### src/rtl/alu_div_sequencer_pkg.sv
// Shared definitions for the multi-cycle divide sequencer: ALU opcode,
// RISC-V divide operation encodings and the sequencer state type.
package alu_div_sequencer_pkg;

  localparam int DIV_WIDTH  = 32;
  localparam int DIV_ITER_W = 5;

  // ALU opcode for add; with i_AluOpAlt=1 the ALU subtracts.
  localparam logic [2:0] ALUOP_ADD = 3'b000;

  // funct3[1:0] of the M-extension divide instructions.
  localparam logic [1:0] DIVOP_DIV  = 2'b00;
  localparam logic [1:0] DIVOP_DIVU = 2'b01;
  localparam logic [1:0] DIVOP_REM  = 2'b10;
  localparam logic [1:0] DIVOP_REMU = 2'b11;

  typedef enum logic [2:0] {
    IDLE,
    NEG_A,
    NEG_B,
    CMP,
    ITER,
    FIX,
    DONE
  } div_state_t;

endpackage

### src/rtl/alu_div_sequencer.sv
// Multi-cycle DIV/DIVU/REM/REMU controller that borrows the shared ALU.
// Restoring radix-2 division, one ALU subtract per quotient bit; operands are
// converted to magnitudes first and the selected result is re-signed at the end.
// Optional feature: define DIV_EARLY_OUT_EN to add a CMP state that finishes
// early when |dividend| < |divisor|.
module alu_div_sequencer
  import alu_div_sequencer_pkg::*;
#(
  parameter int WIDTH  = DIV_WIDTH,
  parameter int ITER_W = DIV_ITER_W
) (
  input  logic               i_Clock,
  input  logic               i_Reset,
  input  logic               i_Valid,
  output logic               o_Ready,
  input  logic [1:0]         i_Op,
  input  logic [WIDTH-1:0]   i_Dividend,
  input  logic [WIDTH-1:0]   i_Divisor,
  input  logic               i_Kill,
  output logic               o_Done,
  output logic [WIDTH-1:0]   o_Result,
  output logic               o_AluOwn,
  output logic [2:0]         o_AluOp,
  output logic               o_AluOpAlt,
  output logic [WIDTH-1:0]   o_AluSource1,
  output logic [WIDTH-1:0]   o_AluSource2,
  input  logic [WIDTH-1:0]   i_AluOutput,
  input  logic               i_AluLessThanUnsigned
);

  localparam logic [WIDTH-1:0] MIN_NEG = {1'b1, {(WIDTH-1){1'b0}}};

  div_state_t state, nextState;

  // qReg holds the dividend, then |A|, then the quotient as it shifts in.
  logic [WIDTH-1:0]  qReg;
  logic [WIDTH-1:0]  rReg;
  logic [WIDTH-1:0]  bReg;
  logic [ITER_W-1:0] iterCnt;
  logic              aNeg;
  logic              bNeg;
  logic              isRem;

  logic              isSignedOp;
  logic              isRemOp;
  logic              divByZero;
  logic              signedOverflow;
  logic              special;
  logic              accept;
  logic [WIDTH-1:0]  specialResult;
  logic [WIDTH-1:0]  shifted;
  logic              carry;
  logic              takeSub;
  logic [WIDTH-1:0]  fixValue;
  logic              fixNeg;

  assign isSignedOp     = (i_Op == DIVOP_DIV) || (i_Op == DIVOP_REM);
  assign isRemOp        = (i_Op == DIVOP_REM) || (i_Op == DIVOP_REMU);
  assign divByZero      = (i_Divisor == '0);
  assign signedOverflow = isSignedOp && (i_Dividend == MIN_NEG) && (i_Divisor == '1);
  assign special        = divByZero || signedOverflow;
  assign accept         = i_Valid && (state == IDLE) && !i_Kill;

  // Corner cases answered directly at accept without touching the ALU.
  assign specialResult = isRemOp ? (divByZero ? i_Dividend : '0)
                                 : (divByZero ? '1 : MIN_NEG);

  // Partial remainder shifted left with the next dividend bit; carry is bit 32.
  assign shifted = {rReg[WIDTH-2:0], qReg[WIDTH-1]};
  assign carry   = rReg[WIDTH-1];
  assign takeSub = carry || !i_AluLessThanUnsigned;

  assign fixValue = isRem ? rReg : qReg;
  assign fixNeg   = isRem ? aNeg : (aNeg ^ bNeg);

  assign o_Ready = (state == IDLE);
  // A kill landing in DONE must swallow the completion pulse in the same cycle.
  assign o_Done  = (state == DONE) && !i_Kill;

  // Next-state and ALU operand selection.
  always_comb begin
    // NOTE: every output gets a default before the case so no path leaves a
    // signal unassigned, which would otherwise infer a latch.
    nextState    = state;
    o_AluOwn     = 1'b0;
    o_AluSource1 = '0;
    o_AluSource2 = '0;
    case (state)
      IDLE: begin
        if (accept) nextState = special ? DONE : NEG_A;
      end
      NEG_A: begin
        o_AluOwn     = 1'b1;
        o_AluSource2 = qReg;
        nextState    = NEG_B;
      end
      NEG_B: begin
        o_AluOwn     = 1'b1;
        o_AluSource2 = bReg;
`ifdef DIV_EARLY_OUT_EN
        nextState    = CMP;
`else
        nextState    = ITER;
`endif
      end
`ifdef DIV_EARLY_OUT_EN
      CMP: begin
        o_AluOwn     = 1'b1;
        o_AluSource1 = qReg;
        o_AluSource2 = bReg;
        nextState    = i_AluLessThanUnsigned ? FIX : ITER;
      end
`endif
      ITER: begin
        o_AluOwn     = 1'b1;
        o_AluSource1 = shifted;
        o_AluSource2 = bReg;
        if (iterCnt == '1) nextState = FIX;
      end
      FIX: begin
        o_AluOwn     = 1'b1;
        o_AluSource2 = fixValue;
        nextState    = DONE;
      end
      DONE:    nextState = IDLE;
      default: nextState = IDLE;
    endcase
    if (i_Kill && (state != IDLE)) nextState = IDLE;
  end

  // The sequencer only ever subtracts; ALU controls are zero when not owned.
  assign o_AluOp    = o_AluOwn ? ALUOP_ADD : 3'b000;
  assign o_AluOpAlt = o_AluOwn;

  // State register and datapath updates.
  always_ff @(posedge i_Clock) begin
    if (i_Reset) begin
      state    <= IDLE;
      qReg     <= '0;
      rReg     <= '0;
      bReg     <= '0;
      iterCnt  <= '0;
      aNeg     <= 1'b0;
      bNeg     <= 1'b0;
      isRem    <= 1'b0;
      o_Result <= '0;
    end else begin
      // NOTE: non-blocking assignments here so every register samples the
      // pre-edge values, e.g. the ITER update reads the old qReg and rReg.
      state <= nextState;
      case (state)
        IDLE: begin
          if (accept) begin
            qReg    <= i_Dividend;
            bReg    <= i_Divisor;
            rReg    <= '0;
            iterCnt <= '0;
            aNeg    <= isSignedOp && i_Dividend[WIDTH-1];
            bNeg    <= isSignedOp && i_Divisor[WIDTH-1];
            isRem   <= isRemOp;
            if (special) o_Result <= specialResult;
          end
        end
        NEG_A: if (aNeg) qReg <= i_AluOutput;
        NEG_B: if (bNeg) bReg <= i_AluOutput;
`ifdef DIV_EARLY_OUT_EN
        CMP: begin
          if (i_AluLessThanUnsigned) begin
            rReg <= qReg;
            qReg <= '0;
          end
        end
`endif
        ITER: begin
          rReg    <= takeSub ? i_AluOutput : shifted;
          qReg    <= {qReg[WIDTH-2:0], takeSub};
          iterCnt <= iterCnt + ITER_W'(1);
        end
        FIX: begin
          if (!i_Kill) o_Result <= fixNeg ? i_AluOutput : fixValue;
        end
        default: ;
      endcase
    end
  end

endmodule

### config.mk
export PLATFORM = sky130hd
export DESIGN_NAME = alu_div_sequencer
export DESIGN_NICKNAME = d
export VERILOG_FILES = /design/src/rtl/alu_div_sequencer_pkg.sv /design/src/rtl/alu_div_sequencer.sv
export SDC_FILE = /design/constraint.sdc
export NUM_CORES = 1
export LEC_CHECK = 0
export BUFFER_PORTS_ARGS = -buffer_cell sky130_fd_sc_hd__buf_2
export CORE_AREA = 4 4 126 128
export CTS_CLUSTER_DIAMETER = 50
export CTS_CLUSTER_SIZE = 16
export DETAILED_ROUTE_END_ITERATION = 10
export DIE_AREA = 0 0 130 132
export MAX_ROUTING_LAYER = met4
export PLACE_DENSITY_LB_ADDON = 0.05
export SLEW_MARGIN = 0
export SYNTH_ARGS = -nofsm -noshare
export SYNTH_HDL_FRONTEND = slang
export SYNTH_SLANG_ARGS = --single-unit
export TNS_END_PERCENT = 1
### constraint.sdc
create_clock -name i_Clock -period 3.9 [get_ports i_Clock]
set_input_delay 0.78 -clock i_Clock [delete_from_list [all_inputs] [get_ports i_Clock]]
set_output_delay 0.78 -clock i_Clock [all_outputs]
set_load 0.005 [all_outputs]
==> reports/metrics.cfg, run 1 <==
[status]
status = complete, no violations

[cts]
h-tree-depth = 4
clock_sinks = 139
clock_path_buffers = 2
clk_latency_ps = 430
cts.repair.resized = 0
path_clk_slew_ps = 60
postCtsHoldBufs = 0
tritoncts = done
cts_root_buf = clkbuf_16
cts_buffers = 17
post-cts-setup-buffers = 0

[layout]
regArea_mm2 = 0.00279
syn2layout_area_growth_pct = 19.8
multiInputGateArea_mm2 = 0.00538
final_area_mm2 = 0.0103
drive_gt1_share_pct = 20.6
fin_nets = 1440
n_fill_cell = 1319
stdcell_count = 1536

[place]
hpwl_um = 21700
io_buffers = 202
dp.cells = 1504
place_congestion = 0.962
placed_area_mm2 = 0.00969

[worst_setup_path]
arrival_ps = 2790
path_buf_inv = 3
crit_chain = buf_4, nor3_2, buf_4, nand2_1, o21ai_0, buf_2
crit_start = state[0]
worstPathRequired_ps = 3120
worstSetupEndpointType = primary output
slowest_delay_ps = 980
critPathTopFamily = flip-flops
crit_type = reg -> out
cp_common_cell = buf_4
rr_startpoint = state[2]
critPathLaunchType = flip-flop
critPathSlowestCell = dfxtp_2
crit_fanout = 47

[yosys]
synth-async-reset-ratio_pct = 0
syn_area_mm2 = 0.00863
ys_seq_area_share_pct = 32.2
synth_edf_count = 0
syn_inst = 1208
synthSimpleGateAreaFrac_pct = 22.9
synth_xor_area_share_pct = 0.203
synth.mux.area_fraction_pct = 7.54
synthDistinctLibCells = 46
synth-seq-cells = 139
synth_warnings = 0
synth_compound_area_share_pct = 30.6
synth_top_family_by_area = compound AO/OA/AOI/OAI gates
synthAdderAreaFrac_pct = 0.290
ys.flop_type = dfxtp_1
synth_area_per_cell_um2 = 7.15

[power]
power.leakage_nw = 3.94
finalPower_mw = 3.86
peakVddDrop_uv = 310
p_per_area_mw_per_mm2 = 373

[timing]
hold_violations = 0
setup_viol = 0
post-route-period-util_pct = 91.5
worst_clock_skew_ps = 7.14
rsz0062_at_grt = false
fin_setup_tns_ps = 0
fmax_ghz = 0.280
slew_headroom_pct = 34.0
tightest_slew_ps = 989
drv_slew = 0
layout_min_cycle_time_ps = 3570

[global_route]
overflow = 0
grt_pass1_wl_um = 48700
grt_max_degree = 98
grt_pass1_vias = 8620
grt_usage_pct = 36.7
antenna_found_initial = 1

[hold_path]
hold_class = reg -> reg
hold_start = iterCnt[4]

[routing]
wirelength_um = 31400
vias = 9808
dr.pass1.iters = 10
drc = 0
wire_per_inst_um = 20.5
vias_per_cell = 6.39
drt-initial-drc-count = 1322
ant_nets = 0

[die]
core.rowCount = 45
fp.dieW_um = 130
coreArea_mm2 = 0.0149
ios = 206
die_y_um = 132
start_util_pct = 58.1
dieArea_mm2 = 0.0172

[job]
maxCapViolCount = 0

==> per-layer routing <==
metal	global-route usage [%]	wire length, um	vias up
li1	-	-	4616
met1	52.8	13400	4454
met2	49.6	13100	653
met3	9.12	3880	85
met4	12.9	1030	0
met5	-	0	-
==> cell families (layout without fill, tap and decap cells) <==
| kind of cell | after synthesis | after routing |
|---|---|---|
| fa+ha+maj | 2 | 2 |
| flops | 139 | 139 |
| mux | 65 | 65 |
| other cells | 1 | 4 |
| simple gates | 464 | 464 |
| buf+inv | 128 | 265 |
| xor+xnor | 2 | 2 |
| compound gates | 407 | 407 |
==> final timing paths <==
path	end	slack, ps	cells after the start
setup / recovery	o_AluSource2[3]	330	6
hold / removal	iterCnt[4]	480	2
setup reg to reg	qReg[8]	820	8
hold reg to reg	iterCnt[4]	480	2
==> per-stage QoR <==
stage	hold slack [ps]	utilization, %	worst slack [ps]
6_report	479	69.6	330
5_1_grt	519	69.6	177
4_1_cts	475	69.5	426
3_5_place_dp	467	65.2	658
3_3_place_gp	460	65.2	795
2_1_floorplan	452	-	1320
==> synthesized netlist by cell type (2+ instances only) <==
master / instances / area (um2)
nor4_1: 13 / 81.3
or4b_1: 2 / 20.0
a21o_1: 2 / 15.0
a311oi_1: 62 / 543
nand3_1: 4 / 20.0
nand4_1: 9 / 56.3
or3_1: 2 / 12.5
buf_1: 5 / 18.8
dfxtp_1: 139 / 2780
nor3_1: 4 / 20.0
a211oi_1: 64 / 480
nand4b_1: 2 / 17.5
ha_1: 2 / 25.0
nand2_1: 138 / 518
nor2_1: 237 / 890
and2_1: 34 / 213
a22oi_1: 62 / 465
and3_1: 2 / 12.5
mux2i_1: 65 / 651
buf_6: 3 / 33.8
clkbuf_1: 99 / 372
buf_2: 13 / 65.1
o21ai_0: 66 / 330
inv_1: 4 / 15.0
o211ai_1: 3 / 22.5
nand2b_1: 3 / 18.8
nor2b_1: 8 / 50.1
nand3b_1: 2 / 15.0
a21oi_1: 139 / 696
buf_4: 4 / 30.0
==> where the power goes <==
group	switching (mW)	leakage [nW]	internal (mW)	total [mW]
sequential	0.0630	1.13	1.48	1.55
combinational	0.339	2.50	0.189	0.528
clock	0.653	0.303	1.13	1.79
total	1.05	3.94	2.81	3.86
==> tightest hold or removal path, stage by stage, from the launching register on <==
cell and delay (ps):
dfxtp_1 310, nand3_1 60, a21oi_1 60
==> layout by cell type, fill, tap and decap left out, types with 4 or more instances in the layout <==
| cell type | instances |
|---|---|
| a211oi_1 | 64 |
| a21oi_1 | 136 |
| a22oi_1 | 62 |
| a311oi_1 | 62 |
| and2_1 | 34 |
| buf_12 | 4 |
| buf_2 | 201 |
| buf_4 | 25 |
| bufinv_16 | 4 |
| clkbuf_16 | 17 |
| clkbuf_8 | 4 |
| clkinvlp_4 | 4 |
| dfxtp_1 | 137 |
| inv_1 | 4 |
| mux2i_1 | 65 |
| nand2_1 | 136 |
| nand3_1 | 4 |
| nand4_1 | 9 |
| nor2_1 | 236 |
| nor2b_1 | 5 |
| nor4_1 | 13 |
| o21ai_0 | 66 |
==> sequential cells by signal, summed over array words and instances, names as in the netlist <==
| signal | cells |
|---|---|
| bNeg | 1 |
| iterCnt | 5 |
| state | 3 |
| aNeg | 1 |
| o_Result | 32 |
| rReg | 32 |
| isRem | 1 |
| qReg | 32 |
| bReg | 32 |
==> final cells by class <==
class                           instances  area share [%]
Inverter                                4           0.145
Timing Repair Buffer                  230            12.3
Clock buffer                           21            4.65
Multi-Input combinational cell        943            52.1
Antenna cell                            1          0.0242
Sequential cell                       139            26.9
Clock inverter                         10            1.59
Tap cell                              188            2.27
Note: power is estimated with default switching activity, not from simulation.
==> run 2, diff against run 1 <==
Settings changed: CORE_AREA 4 4 126 128 to 2 2 136 138, DIE_AREA 0 0 130 132 to 0 0 138 140, SKIP_LAST_GASP from default to 1.
Clock period 3.9 ns to 2.91 ns, I/O delays scaled along.
==> reports/metrics.cfg, run 2 (same netlist as run 1, synthesis figures left out) <==
[status]
status = complete, no violations

[place]
place_congestion = 0.908  ; -5.7%
io_buffers = 202  ; unchanged
placed_area_mm2 = 0.00997  ; +2.9%
dp.cells = 1570  ; +4.4%
hpwl_um = 22200  ; +2.1%

[worst_setup_path]
crit_fanout = 18  ; -62%
worstPathRequired_ps = 2330  ; -790 ps
reg2reg_depth = 8  ; unchanged
arrival_ps = 2200  ; -590 ps
r2r-end = qReg[13]
crit_start = state[2]
crit_end = o_AluSource2[3]
ff2ff_setup_slack_ps = 380  ; -440 ps
critPathLaunchType = flip-flop
worstSetupEndpointType = primary output
rr_startpoint = state[2]
crit_type = reg -> out

[hold_path]
hold_class = in -> reg

[global_route]
grt-busiest-layer = met2
grt_usage_pct = 33.1  ; -3.6 points
grtUsageMet2_pct = 48.6  ; -0.98 points
met1_usage_pct = 46.4  ; -6.4 points
overflow = 0  ; unchanged
grt_pass1_wl_um = 49700  ; +2.0%
antenna_found_initial = 2  ; +1
grt_max_degree = 102  ; +4.1%
grt_pass1_vias = 8576  ; -0.51%
grt_util_met3_pct = 6.50  ; -2.6 points

[layout]
n_fill_cell = 1725  ; +31%
final_common_cell = nor2_1
syn2layout_area_growth_pct = 22.9
final_cell_mix = 236 x nor2_1, 201 x buf_2, 136 x nand2_1, 136 x a21oi_1, 136 x dfxtp_1
stdcell_count = 1604  ; +4.4%
drive_gt1_share_pct = 22.1  ; +1.5 points
final_area_mm2 = 0.0106  ; +2.6%
fin_nets = 1465  ; +1.7%

[job]
maxCapViolCount = 0  ; unchanged

[timing]
setup_viol = 0  ; unchanged
post-route-period-util_pct = 95.6
slew_headroom_pct = 55.8  ; +22 points
rsz0062_at_grt = false
worst_clock_skew_ps = 12.5  ; +5.33 ps
fin_setup_tns_ps = 0  ; unchanged
hold_violations = 0  ; unchanged
layout_min_cycle_time_ps = 2780
drv_slew = 0  ; unchanged
tightest_slew_ps = 657  ; -333 ps
fmax_ghz = 0.359

[cts]
cts.repair.resized = 0  ; unchanged
post-cts-setup-buffers = 0  ; unchanged
postCtsHoldBufs = 0  ; unchanged
tritoncts = done
cts_root_buf = clkbuf_16
cts_buffers = 17  ; unchanged
clock_sinks = 139  ; unchanged
clock_path_buffers = 2  ; unchanged
path_clk_slew_ps = 60  ; about the same
h-tree-depth = 4  ; unchanged
clk_latency_ps = 430  ; about the same

[routing]
wire_per_inst_um = 20.0  ; -2.0%
drc = 0  ; unchanged
ant_nets = 0  ; unchanged
dr.pass1.iters = 5  ; -5
wirelength_um = 32100  ; +2.3%
vias = 9776  ; -0.33%
drt-initial-drc-count = 1095  ; -17%
vias_per_cell = 6.09  ; -4.6%

[die]
dieArea_mm2 = 0.0193  ; +13%
coreArea_mm2 = 0.0178  ; +20%
core.rowCount = 49  ; +8.9%
die_y_um = 140  ; +6.1%
fp.dieW_um = 138  ; +6.2%
start_util_pct = 48.6  ; -9.5 points
ios = 206  ; unchanged

[power]
power.leakage_nw = 4.07  ; +3.5%
peakVddDrop_uv = 412  ; +33%
p_per_area_mw_per_mm2 = 488  ; +31%

run 2: power breakdown:
group          leakage [nW]  internal (mW)  switching, mW
Clock                 0.308           1.47          0.911
Combinational          2.63          0.272          0.469
Sequential             1.13           1.99         0.0719
run 2: final cells by class:
class	instances	area (um2)	share of cell area, %
multi-input combinational	943	5380	50.7
sequential	139	2790	26.3
timing repair buffer	255	1500	14.1
clock buffer	19	443	4.18
tap	229	287	2.70
clock inverter	13	190	1.79
inverter	4	15.0	0.142
antenna	2	5.00	0.0472
run 2: worst min path at each step:
stage / from / to / slack [ps] / cells after the start
final: i_Dividend[29] / qReg[29] / 440 / 3
after global placement: iterCnt[4] / iterCnt[4] / 460 / 2
after detailed placement: iterCnt[4] / iterCnt[4] / 470 / 2
after global routing: i_Dividend[5] / qReg[5] / 450 / 3
after CTS: i_Dividend[5] / qReg[5] / 430 / 3
after floorplan: iterCnt[4] / iterCnt[4] / 450 / 2
run 2: routing by layer:
| metal | part of all wire, % | up-vias |
|---|---|---|
| met4 | 2.5 | 0 |
| met1 | 45 | 4564 |
| met3 | 8.6 | 61 |
| met5 | 0 | - |
| met2 | 44 | 479 |
| li1 | - | 4672 |
run 2: per-stage QoR:
step                setup WS [ps]  hold slack [ps]  power [mW]  util [%]
floorplan                     531              452        2.52         -
global placement            -14.2              461        2.81      56.1
detailed placement          -28.3              470        2.82      56.1
CTS                           111              433        5.17      59.6
global route                 9.98              452        5.35      59.7
finish                        127              438        5.18      59.7
run 2: critical path: stages (launching register included):
cell     delay (ps)
dfxtp_2         330
buf_4           220
nor2b_2         330
buf_4           310
a22oi_1         120
o21ai_0         300
buf_2           180
==> run 3, diff against run 2 <==
Settings changed: CORE_AREA 2 2 136 138 to 2 2 124 126, DIE_AREA 0 0 138 140 to 0 0 126 128, GPL_TIMING_DRIVEN from default to 0.
Clock period 2.91 ns to 3.52 ns, I/O delays scaled along.
==> reports/metrics.cfg, run 3 (same netlist as run 1, synthesis figures left out) <==
[status]
violations = negative setup slack
status = finished, violations left

[layout]
final_cell_mix = 237 x nor2_1, 214 x buf_2, 139 x a21oi_1, 139 x dfxtp_1, 138 x nand2_1
final_common_cell = nor2_1
fin_nets = 1534  ; +4.7%
stdcell_count = 1631  ; +1.7%
drive_gt1_share_pct = 18.0  ; -4.1 points
syn2layout_area_growth_pct = 21.5

[power]
peakVddDrop_uv = 345  ; -16%
sw_frac_of_total_pct = 29.5  ; +1.5 points
power.leakage_nw = 3.98  ; -2.4%
seqPwrFrac_pct = 40.3  ; +0.6 points
pwr-share-clk_pct = 44.4  ; -1.5 points
p_switching_mw = 1.25  ; -14%
power.internal_mw = 2.98  ; -20%
p_per_area_mw_per_mm2 = 403  ; -17%
p_comb_share_pct = 15.3  ; +1.0 points

[cts]
h-tree-depth = 4  ; unchanged
clock_sinks = 139  ; unchanged
tritoncts = done
clk_latency_ps = 430  ; about the same
cts_buffers = 17  ; unchanged
clock_path_buffers = 2  ; unchanged
path_clk_slew_ps = 60  ; about the same
cts_root_buf = clkbuf_16

[global_route]
antenna_found_initial = 1  ; -1
grt_pass1_vias = 9375  ; +9.3%
grt_max_degree = 20  ; -80%
overflow = 0  ; unchanged
grt_usage_pct = 44.4  ; +11 points
grt_pass1_wl_um = 53500  ; +7.7%

[timing]
tightest_slew_ps = 1200  ; +541 ps
fin_setup_tns_ps = -1460  ; -1460 ps
hold_violations = 0  ; unchanged
rsz0062_at_grt = true
fmax_ghz = 0.265
post-route-period-util_pct = 107
layout_min_cycle_time_ps = 3780
setup_viol = 17  ; +17
slew_headroom_pct = 20.1  ; -36 points
layout_setup_ws_ps = -257  ; -385 ps
drv_slew = 0  ; unchanged
worst_clock_skew_ps = 7.19  ; -5.27 ps

[worst_setup_path]
rr_startpoint = isRem
arrival_ps = 3070  ; +870 ps
reg2reg_depth = 8  ; unchanged
r2r-end = o_Result[16]
crit_fanout = 10  ; -8
crit_end = o_AluSource2[30]
critPathLaunchType = flip-flop
worstSetupEndpointType = primary output
ff2ff_setup_slack_ps = 480  ; +100 ps
crit_type = reg -> out
worstPathRequired_ps = 2820  ; +490 ps
crit_start = isRem

[die]
die_y_um = 128  ; -8.6%
dieArea_mm2 = 0.0161  ; -17%
coreArea_mm2 = 0.0149  ; -16%
ios = 206  ; unchanged
start_util_pct = 58.1  ; +9.5 points
core.rowCount = 45  ; -8.2%
fp.dieW_um = 126  ; -8.7%

[routing]
drt-initial-drc-count = 1647  ; +50%
wirelength_um = 35900  ; +12%
drc = 0  ; unchanged
vias = 10600  ; +8.2%
vias_per_cell = 6.48  ; +6.4%
wire_per_inst_um = 22.0  ; +9.8%
ant_nets = 0  ; unchanged
dr.pass1.iters = 6  ; +1

[place]
dp.cells = 1599  ; +1.8%
hpwl_um = 27200  ; +23%
io_buffers = 201  ; -0.50%
place_congestion = 1.06  ; +17%

[hold_path]
hold_class = reg -> reg

[job]
maxCapViolCount = 0  ; unchanged

## run 3: changes by cell type in the layout (fill, tap and decap cells not counted), sizes merged
cell and change:
clkbuf +100, buf -31, clkinvlp +3, inv -2, bufinv -1, diode -1
## run 3: final cells by class
cell class / count / area [um2]
Fill cell: 1347 / 4370
Sequential cell: 139 / 2780
Clock inverter: 13 / 169
Inverter: 4 / 15.0
Timing Repair Buffer: 201 / 1010
Antenna cell: 1 / 2.50
Tap cell: 188 / 235
Clock buffer: 19 / 433
Buffer: 123 / 522
Multi-Input combinational cell: 943 / 5330
## run 3: worst min path at each step
stage	start	to	slack, ps	cells after the start
final	iterCnt[4]	iterCnt[4]	480	2
after global placement	iterCnt[4]	iterCnt[4]	460	2
after floorplan	iterCnt[4]	iterCnt[4]	450	2
after global routing	iterCnt[4]	iterCnt[4]	500	2
after detailed placement	iterCnt[4]	iterCnt[4]	470	2
after CTS	iterCnt[4]	iterCnt[4]	480	2
## run 3: metrics by stage
stage | instance area (um2) | power (mW) | hold WS (ps) | util, % | setup WS, ps
after floorplan | 8640 | 2.08 | 452 | - | 1020
after global placement | 9880 | 2.34 | 457 | 66.5 | 178
after detailed placement | 9880 | 2.35 | 470 | 66.5 | 140
after CTS | 10500 | 4.17 | 480 | 70.5 | -139
after global routing | 10500 | 4.31 | 501 | 70.6 | -220
final | 10500 | 4.22 | 480 | 70.6 | -257
## run 3: repair_timing
item,CTS,global route
hold buffers,0,0
gates resized for setup,1,8
endpoints found under the setup margin,51,62
cloned,0,0
setup buffers,0,0
hold endpoints to repair,0,0
## run 3: critical path, stage by stage (launching register included)
cell	delay, ps
dfxtp_1	310
clkbuf_1	460
clkbuf_1	790
mux2i_1	320
a21oi_1	100
a22oi_1	320
o21ai_0	170
buf_2	160
## run 3: power groups by stage
stage / Sequential [mW] / Clock (mW) / Combinational [mW]
after floorplan: 1.72 / 0 / 0.362
after global placement: 1.73 / 0 / 0.605
after detailed placement: 1.73 / 0 / 0.615
after CTS: 1.70 / 1.86 / 0.618
after global routing: 1.71 / 1.91 / 0.689
final: 1.70 / 1.88 / 0.645
## run 3: layer usage
metal | vias to the layer above | track usage [%] | routed length [um]
met4 | 0 | 19.3 | 1750
met3 | 145 | 12.3 | 5110
li1 | 4788 | - | -
met5 | - | - | 0
met2 | 823 | 64.7 | 15300
met1 | 4817 | 57.9 | 13700
